**config.mk**
```make
export PLATFORM = sky130hd
export DESIGN_NAME = vga_rx
export DESIGN_NICKNAME = d
export VERILOG_FILES = /design/src/rtl/vga_rx.sv
export SDC_FILE = /design/constraint.sdc
export NUM_CORES = 1
export LEC_CHECK = 0
export BUFFER_PORTS_ARGS = -buffer_cell sky130_fd_sc_hd__buf_2
export CAP_MARGIN = 0
export CORE_MARGIN = 3
export CORE_UTILIZATION = 45
export DETAILED_ROUTE_END_ITERATION = 8
export GPL_ROUTABILITY_DRIVEN = 0
export PLACE_DENSITY = 0.69
export SLEW_MARGIN = 20
export SYNTH_ARGS = -nofsm -noshare
export SYNTH_HDL_FRONTEND = slang
export SYNTH_SLANG_ARGS = --single-unit
```
**constraint.sdc**
```tcl
create_clock -name clk -period 2.6 [get_ports clk]
set_input_delay 0.52 -clock clk [delete_from_list [all_inputs] [get_ports clk]]
set_output_delay 0.52 -clock clk [all_outputs]
set_load 0.05 [all_outputs]
```
**src/rtl/vga_rx.sv**
```systemverilog
// ----------------------------------------------------------------------------
// vga_rx : receiving end of the 640x480@60 VGA link.
//
// Samples HS/VS and 4-bit RGB on the pixel clock. Recovers active-area pixel
// coordinates and measures line and frame lengths. Declares lock after
// LOCK_FRAMES consecutive good frames.
//
// The pin-to-output latency is a fixed 2 cycles. Consider a pixel that is
// present on the pins in the first HS-low cycle. Two cycles later it appears
// on oR/oG/oB, with the line counter at 0.
//
// Ports
//   clk               pixel clock
//   reset             synchronous, active-high
//   VGA_HS, VGA_VS    syncs, active low
//   iR, iG, iB        pixel colour in
//   oX, oY            active-area column / row; hold outside the active area
//   display           pixel inside active area and link locked
//   oR, oG, oB        captured colour, 0 when display=0
//   locked            timing matches the parameters
//   frame_start       pulse per VS fall (not the first after reset)
//   line_err          pulse when a measured line length != H_TOTAL
//   h_len, v_len      last measured line length (clocks) / frame length (lines)
//   o_dbg_state       lock FSM state (0 SEARCH, 1 TRACK, 2 LOCKED)
// ----------------------------------------------------------------------------
module vga_rx #(
   parameter int H_SYNC      = 96,
   parameter int H_BACK      = 48,
   parameter int H_ACTIVE    = 640,
   parameter int H_TOTAL     = 800,
   parameter int V_SYNC      = 2,
   parameter int V_BACK      = 33,
   parameter int V_ACTIVE    = 480,
   parameter int V_TOTAL     = 525,
   parameter int LOCK_FRAMES = 2
) (
   input  logic       clk,
   input  logic       reset,
   input  logic       VGA_HS,
   input  logic       VGA_VS,
   input  logic [3:0] iR,
   input  logic [3:0] iG,
   input  logic [3:0] iB,
   output logic [9:0] oX,
   output logic [9:0] oY,
   output logic       display,
   output logic [3:0] oR,
   output logic [3:0] oG,
   output logic [3:0] oB,
   output logic       locked,
   output logic       frame_start,
   output logic       line_err,
   output logic [9:0] h_len,
   output logic [9:0] v_len,
   output logic [1:0] o_dbg_state
);

   localparam logic [9:0] C_H_START = 10'(H_SYNC + H_BACK);
   localparam logic [9:0] C_H_END   = 10'(H_SYNC + H_BACK + H_ACTIVE);
   localparam logic [9:0] C_V_START = 10'(V_SYNC + V_BACK);
   localparam logic [9:0] C_V_END   = 10'(V_SYNC + V_BACK + V_ACTIVE);
   localparam logic [9:0] C_H_TOTAL = 10'(H_TOTAL);
   localparam logic [9:0] C_V_TOTAL = 10'(V_TOTAL);
   localparam logic [3:0] C_LOCK    = 4'(LOCK_FRAMES);
   localparam logic [9:0] C_MAX     = 10'h3FF;

   typedef enum logic [1:0] {
      ST_SEARCH = 2'd0,
      ST_TRACK  = 2'd1,
      ST_LOCKED = 2'd2
   } state_t;

   // Two-stage input pipeline. Syncs idle high in reset so no false edge.
   logic        r_hs1, r_vs1, r_hs2, r_vs2;
   logic [11:0] r_rgb1, r_rgb2;

   logic [9:0]  r_h_cnt, r_v_cnt;
   logic        r_h_seen, r_v_seen;
   logic [9:0]  r_h_len, r_v_len;
   logic        r_line_err, r_frame_start, r_vs_evt;

   state_t      r_state;
   logic [3:0]  r_good_cnt;
   logic        r_frame_ok;
   logic        r_locked;
   logic [9:0]  r_x_last, r_y_last;

   logic        w_hs_fall, w_vs_fall, w_h_sat, w_active, w_frame_good;
   logic [9:0]  w_h_len_next, w_v_len_next, w_x, w_y;

   assign w_hs_fall = r_hs2 & ~r_hs1;
   assign w_vs_fall = r_vs2 & ~r_vs1;
   assign w_h_sat   = (r_h_cnt == C_MAX);

   // A saturated counter reports the ceiling instead of wrapping to 0.
   assign w_h_len_next = w_h_sat ? C_MAX : r_h_cnt + 10'd1;
   assign w_v_len_next = (r_v_cnt == C_MAX) ? C_MAX : r_v_cnt + 10'd1;

   always_ff @(posedge clk) begin
      if (reset) begin
         r_hs1  <= 1'b1;
         r_vs1  <= 1'b1;
         r_hs2  <= 1'b1;
         r_vs2  <= 1'b1;
         r_rgb1 <= '0;
         r_rgb2 <= '0;
      end else begin
         r_hs1  <= VGA_HS;
         r_vs1  <= VGA_VS;
         r_rgb1 <= {iR, iG, iB};
         r_hs2  <= r_hs1;
         r_vs2  <= r_vs1;
         r_rgb2 <= r_rgb1;
      end
   end

   // Position counters. A VS clear beats a coincident HS increment.
   always_ff @(posedge clk) begin
      if (reset) begin
         r_h_cnt <= '0;
         r_v_cnt <= '0;
      end else begin
         if (w_hs_fall)     r_h_cnt <= '0;
         else if (!w_h_sat) r_h_cnt <= r_h_cnt + 10'd1;

         if (w_vs_fall)                         r_v_cnt <= '0;
         else if (w_hs_fall && r_v_cnt != C_MAX) r_v_cnt <= r_v_cnt + 10'd1;
      end
   end

   // Length measurement. The first edge of each kind only arms the seen flag.
   always_ff @(posedge clk) begin
      if (reset) begin
         r_h_seen      <= 1'b0;
         r_v_seen      <= 1'b0;
         r_h_len       <= '0;
         r_v_len       <= '0;
         r_line_err    <= 1'b0;
         r_frame_start <= 1'b0;
         r_vs_evt      <= 1'b0;
      end else begin
         r_line_err    <= 1'b0;
         r_frame_start <= 1'b0;
         // Delayed VS event lines up with the freshly written v_len.
         r_vs_evt      <= w_vs_fall;
         if (w_hs_fall) begin
            r_h_seen <= 1'b1;
            if (r_h_seen) begin
               r_h_len    <= w_h_len_next;
               r_line_err <= (w_h_len_next != C_H_TOTAL);
            end
         end
         if (w_vs_fall) begin
            r_v_seen <= 1'b1;
            if (r_v_seen) begin
               r_v_len       <= w_v_len_next;
               r_frame_start <= 1'b1;
            end
         end
      end
   end

   // Lock FSM. It acts on the registered line_err/vs events, so locked moves
   // the cycle after the event is visible on the outputs.
   assign w_frame_good = r_frame_ok && !r_line_err && !w_h_sat && (r_v_len == C_V_TOTAL);

   always_ff @(posedge clk) begin
      if (reset) begin
         r_state    <= ST_SEARCH;
         r_good_cnt <= '0;
         r_frame_ok <= 1'b0;
         r_locked   <= 1'b0;
      end else begin
         case (r_state)
            ST_SEARCH: begin
               if (r_vs_evt) begin
                  r_state    <= ST_TRACK;
                  r_good_cnt <= '0;
                  r_frame_ok <= 1'b1;
               end
            end
            ST_TRACK: begin
               if (r_vs_evt) begin
                  r_frame_ok <= 1'b1;
                  if (w_frame_good) begin
                     r_good_cnt <= r_good_cnt + 4'd1;
                     if (r_good_cnt + 4'd1 == C_LOCK) begin
                        r_state  <= ST_LOCKED;
                        r_locked <= 1'b1;
                     end
                  end else begin
                     r_good_cnt <= '0;
                  end
               end else if (r_line_err || w_h_sat) begin
                  r_frame_ok <= 1'b0;
               end
            end
            ST_LOCKED: begin
               if (r_line_err || w_h_sat || (r_vs_evt && r_v_len != C_V_TOTAL)) begin
                  r_state    <= ST_SEARCH;
                  r_locked   <= 1'b0;
                  r_good_cnt <= '0;
               end
            end
            default: begin
               r_state  <= ST_SEARCH;
               r_locked <= 1'b0;
            end
         endcase
      end
   end

   // Active-area decode straight from the counters and stage-2 colour.
   assign w_active = (r_h_cnt >= C_H_START) && (r_h_cnt < C_H_END) &&
                     (r_v_cnt >= C_V_START) && (r_v_cnt < C_V_END);
   assign w_x = r_h_cnt - C_H_START;
   assign w_y = r_v_cnt - C_V_START;

   // Coordinates of the last active pixel, shown while outside the area.
   always_ff @(posedge clk) begin
      if (reset) begin
         r_x_last <= '0;
         r_y_last <= '0;
      end else if (w_active) begin
         r_x_last <= w_x;
         r_y_last <= w_y;
      end
   end

   assign oX          = w_active ? w_x : r_x_last;
   assign oY          = w_active ? w_y : r_y_last;
   assign display     = w_active & r_locked;
   assign oR          = display ? r_rgb2[11:8] : 4'd0;
   assign oG          = display ? r_rgb2[7:4]  : 4'd0;
   assign oB          = display ? r_rgb2[3:0]  : 4'd0;
   assign locked      = r_locked;
   assign frame_start = r_frame_start;
   assign line_err    = r_line_err;
   assign h_len       = r_h_len;
   assign v_len       = r_v_len;
   assign o_dbg_state = r_state;

endmodule

```
==> metrics, run 1 <==
status finished with violations; failing checks setup timing; Post-Layout Cell Count approximately 770; Area growth, synth to finish 41.3%; Worst Tran Pin Value ~0.82 ns; crit-path max cell delay approximately 0.48 ns; fin area 6300 um^2; Synthesis Warnings 0; H-tree lvl count 3; die width between 100 and 150 um; pwr/cell area roughly 440 nW/um^2; Crit Path Max Fanout 7; cts bufs inserted 9; sequential area share after synthesis between 40% and 50%; Setup Skew 0.0127 ns; nets 655; Setup Viol. Count Final 33; worst path cell trace ha_4, or4_4, o32a_4, buf_4, buf_8, o21ai_4, nand2_4, buf_6; Die Ht approximately 110 um; mapped cell area between 4000 and 5000 um^2; DRT iter0 DRCs roughly 160; DRT Pass-1 Iters 4; Synthesized Nets about 550; Avg WL per Cell roughly 16 um; distinct cell type count after synthesis 57; DP HPWL approximately 8 mm; commonest non-fill, non-tap cell in the layout dfxtp_1; Crit path max-delay family compound AO/OA/AOI/OAI gates; FP Rows 35; endpoints failing hold 0; slowest CP cell or4_4; post-synthesis cell count roughly 530; Ports 74; layout cells sized above 1 a little under two fifths; placed inst area roughly 5400 um^2; Hold-fix buffers, CTS 0; Residual DRC 0; Slew Viols, Final 0; Die ar. 11100 um^2; #FFs+latches synth between 100 and 150; vias per cell ~5.4; Antenna Nets Post-Route 0; ys async rst share 0%; Fmax about 0.33 GHz; Final Power between 2 and 3 mW; Post-Syn Area per Cell roughly 8.5 um^2; P_leak 2.57 nW; WHS between 0.3 and 0.4 ns; clock root buffer clkbuf_8; first-pass GRT wire length 19.6 mm; ys flop type dfxtp_1; diodes inserted 0; GRT overflow 0; CORE AREA between 9000 and 10000 um^2; vias in the first global route 4044; Worst setup EP type primary output; initial antenna violation count 0; worst hold path type in2reg; RSZ-0062 raised after global routing true; Final Cycle Share 117%; TritonCTS clock tree built; Inst Count DP about 730; Worst EP required 2.08 ns; peak supply drop between 200 and 300 uV; CP Class reg2out; final WL approximately 12 mm; clk_lat worst skew between 0.3 and 0.4 ns; Tmin final 3.04 ns; setup TNS -12.77 ns; via total after detailed routing roughly 4000; total clock sinks between 100 and 150; gr usage total roughly 21%; crit path buf inv count 3; nature of the critical path startpoint flop; largest net degree at the start of global routing 35; Starting Density between 40% and 50%; PortBufs between 70 and 80; Clk pin slew, worst setup/hold paths about 0.11 ns; CTS Buffer Depth 2; final worst slack -0.442 ns; Post-synth EDFFs 0; Worst EP arrival 2.52 ns; commonest cells after routing, fill and taps aside dfxtp_1, buf_4, nor2_1; Slew headroom between 40% and 50%; Max Cap Viol 0
[per-layer routing]
| layer | GRT usage [%] | vias to the layer above | part of all wire (%) |
|---|---|---|---|
| met1 | 28.0 | 1986 | 44 |
| met4 | 6.94 | 0 | 2.5 |
| met3 | 3.00 | 23 | 2.7 |
| met2 | 36.5 | 71 | 51 |
| met5 | 0 | - | 0 |
| li1 | - | 2026 | - |
[final cells by class]
cell class,instances,area [um^2]
clock inverters,7,73.8
inverters,13,48.8
clock buffers,9,124
repair buffers,133,1110
fillers,720,3120
multi-input cells,373,2760
flip-flops and latches,101,2030
well taps,129,161
[registers in the layout, summed over array words and instances (netlist names)]
register	flops
r_hs2	1
r_v_cnt	10
r_h_cnt	10
locked	1
r_x_last	10
r_rgb1	12
r_vs2	1
line_err	1
r_rgb2	12
r_vs_evt	1
r_good_cnt	4
r_y_last	10
r_h_seen	1
r_frame_ok	1
h_len	10
v_len	10
r_hs1	1
frame_start	1
r_vs1	1
o_dbg_state	2
r_v_seen	1
[metrics by stage]
stage	worst slack [ns]	util, %
after CTS	-0.456	64.6
after floorplan	0.00122	-
after global placement	-0.189	57.2
final	-0.442	66.9
after global routing	-0.491	66.9
after detailed placement	-0.251	57.2
[report_power, final]
| group | switching (mW) | total, mW | leakage [nW] | internal, mW |
|---|---|---|---|---|
| combinational | 0.111 | 0.172 | 1.65 | 0.0610 |
| sequential | 0.0168 | 1.60 | 0.823 | 1.58 |
| clock | 0.624 | 1.01 | 0.101 | 0.382 |
[kinds of logic after synthesis]
logic type | after synthesis | synth area share [%]
AND/OR/NAND/NOR | 226 | 26.1
buffers and inverters | 53 | 4.74
adder cells (fa/ha/maj) | 8 | 2.25
AO/OA/AOI/OAI | 109 | 15.5
multiplexers | 5 | 1.15
XOR/XNOR | 25 | 4.91
flip-flops | 101 | 45.4
[what timing repair did]
item / 4_1_cts / 5_1_grt
setup buffers: 10 / 6
pin swaps: 6 / 8
setup endpoints to repair: 33 / 33
gates cloned: 0 / 1
gates resized for setup: 108 / 37
[synthesized netlist by cell type, drive strengths merged, types with 6 or more instances]
cell | n | area (um^2)
a211oi | 11 | 82.6
a21oi | 43 | 215
a311oi | 7 | 61.3
a31oi | 6 | 43.8
and2 | 14 | 87.6
and3 | 6 | 37.5
buf | 9 | 46.3
clkbuf | 31 | 116
dfxtp | 101 | 2020
ha | 8 | 100
inv | 13 | 48.8
nand2 | 45 | 169
nand2b | 6 | 37.5
nand3 | 22 | 110
nor2 | 53 | 199
nor2b | 28 | 175
nor3 | 18 | 90.1
o21ai | 21 | 105
or2 | 8 | 50.1
xnor2 | 11 | 96.3
xor2 | 14 | 123
[final timing paths]
path         cells after the start  startpoint          end  slack (ns)
max                              8  r_v_cnt[1]        oX[2]       -0.44
min                              2      VGA_VS        r_vs1        0.32
max reg2reg                     10  r_v_cnt[1]  r_x_last[9]        0.23
min reg2reg                      1  r_rgb1[10]   r_rgb2[10]        0.45
(Power assumes the default switching activity.)
==> run 2: changes to the inputs <==
Settings changed: CELL_PAD_IN_SITES_DETAIL_PLACEMENT set to 1, CELL_PAD_IN_SITES_GLOBAL_PLACEMENT set to 2, CORE_UTILIZATION 45 to 30, PLACE_DENSITY 0.69 to not set, PLACE_DENSITY_LB_ADDON set to 0.1.
==> run 2 against run 1 <==
Effect of this change: the run still ends with setup timing left; global-route usage decreased by 4.0 points; critical path depth unchanged; non-clock buffer count increased by 3; critical endpoint is now oX[6]; final cell count increased by 7.2%; clock power increased by 31%; worst setup slack improved by 0.021 ns; via count decreased by 0.34%; worst hold slack improved by 0.021 ns; largest power group unchanged.
==> metrics, run 2 (synthesized netlist as in run 1, its figures left out) <==
Fmax 0.331 GHz (+0.69%); Setup Skew 0.00713 ns (-0.00557 ns); total clock sinks 101 (unchanged); Slew Viols, Final 0 (unchanged); Post-Layout Cell Count 820 (+7.2%); nets 659 (+0.61%); commonest non-fill, non-tap cell in the layout dfxtp_1; Area growth, synth to finish 47.1%; Slew headroom 50.3% (+6.0 points); Starting Density 31.4% (-16 points); RSZ-0062 raised after global routing true; endpoints failing hold 0 (unchanged); via total after detailed routing 4092 (-0.34%); final WL 13.9 mm (+15%); CP Class reg2out; Finished Core Util 46.2% (-21 points); DRT Pass-1 Iters 4 (unchanged); vias per cell 4.99 (-7.0%); layout cells sized above 1 39.1% (+1.3 points); clock root buffer clkbuf_16; grt met2 use 30.5% (-6.0 points); met3 Use GR 3.67% (+0.67 points); TritonCTS clock tree built; final worst slack -0.421 ns (+0.0208 ns); H-tree lvl count 3 (unchanged); cts bufs inserted 9 (unchanged); Crit Path Max Fanout 5 (-2); fin area 6560 um^2 (+4.1%); commonest cells after routing, fill and taps aside dfxtp_1, buf_4, nor2_1; nature of the critical path startpoint flop; Residual DRC 0 (unchanged); PortBufs 73 (unchanged); first-pass GRT wire length 22.9 mm (+17%); vias in the first global route 4398 (+8.8%); Avg WL per Cell 16.9 um (+7.7%); P_leak 2.62 nW (+1.7%); Final Cycle Share 116% (-0.80 points); DP HPWL 9.39 mm (+18%); clk_lat worst skew 0.36 ns (-0.02 ns); Worst EP required 2.08 ns (about the same); peak supply drop 330 uV (+12%); CORE AREA 14200 um^2 (+51%); largest net degree at the start of global routing 32 (-8.6%); Max Cap Viol 0 (unchanged); CTS Buffer Depth 2 (unchanged); Die ar. 16400 um^2 (+47%); Most Crowded Layer GR met2; diodes inserted 0 (unchanged); worst hold path type in2reg; Ports 74 (unchanged); filler cell count 1621 (+130%); placed inst area 5520 um^2 (+2.5%); Inst Count DP 791 (+8.1%); Clk pin slew, worst setup/hold paths 0.07 ns (-0.04 ns); die width 128 um (+21%); Worst setup EP type primary output; failing checks setup timing; area of the multi-input gates 2800 um^2 (+1.4%); Antenna Nets Post-Route 0 (unchanged); FP Rows 43 (+23%); pwr/cell area 473 nW/um^2 (+7.3%); Tmin final 3.02 ns (-0.0208 ns); Hold-fix buffers, CTS 0 (unchanged); Worst Tran Pin Value 0.742 ns (-0.0823 ns); gr usage total 17.4% (-4.0 points); biggest regs r_rgb1 (12), r_rgb2 (12); Worst EP arrival 2.50 ns (-0.02 ns); initial antenna violation count 0 (unchanged); Setup Viol. Count Final 33 (unchanged); status finished with violations; met1 Use GR 21.2% (-6.7 points); Seq. cell area 2030 um^2 (+0.12%); Die Ht 128 um (+21%); GRT overflow 0 (unchanged); DRT iter0 DRCs 159 (unchanged)
-- run 2: cell count changes in the layout (fill, tap and decap cells not counted), moves of 4 or more --
cell       before  now
clkbuf_16       0    9
clkbuf_8        9    0
inv_1          13    9
inv_2           0    4
-- run 2: layout make-up --
cell class	instances	area share, %
Inverter	13	0.744
Tap cell	180	3.43
Clock buffer	10	3.49
Sequential cell	101	30.9
Multi-Input combinational cell	374	42.6
Clock inverter	6	0.782
Timing Repair Buffer	136	18.0
-- run 2: report_power, final --
group	internal (mW)	leakage, nW	total, mW	switching [mW]
Clock	0.667	0.140	1.32	0.648
Sequential	1.58	0.824	1.60	0.0175
Combinational	0.0684	1.65	0.186	0.118
-- run 2: layer usage --
layer  routed length, um  vias up  share of wire [%]
met5                   0        -                  0
met4                 253        0                1.8
met3                 428       19                3.1
met2                7000       52                 50
met1                6200     1984                 45
li1                    -     2037                  -
-- run 2: path summary, 6_finish.rpt --
check,startpoint,endpoint,slack (ns),depth (start not counted)
worst min-delay path,VGA_VS,r_vs1,0.34,2
worst max-delay path,r_v_cnt[1],oX[6],-0.42,8
worst max register to register,v_len[6],r_good_cnt[2],0.31,5
worst min register to register,r_rgb1[10],r_rgb2[10],0.44,1
-- run 2: stage by stage --
step | hold WS [ns] | power, mW | worst slack [ns] | TNS (ns)
finish | 0.337 | 3.10 | -0.421 | -11.89
global placement | 0.415 | 1.81 | -0.202 | -4.71
global route | 0.328 | 3.24 | -0.496 | -14.18
floorplan | 0.414 | 1.75 | 0.00122 | 0
CTS | 0.330 | 3.15 | -0.418 | -11.84
detailed placement | 0.426 | 1.81 | -0.221 | -5.65
-- run 2: critical path: stages (launching register included) --
cell     delay, ns
dfxtp_2       0.32
ha_2          0.18
or4_4         0.48
o32a_1        0.42
buf_6         0.16
buf_12        0.13
nor3_4        0.25
nor2_4        0.06
buf_8         0.15
-- run 2: what timing repair did --
action	4_1_cts	5_1_grt
endpoints found under the setup margin	33	33
resized for setup	132	31
gates cloned	3	0
pin swaps	8	5
buffers inserted	5	5
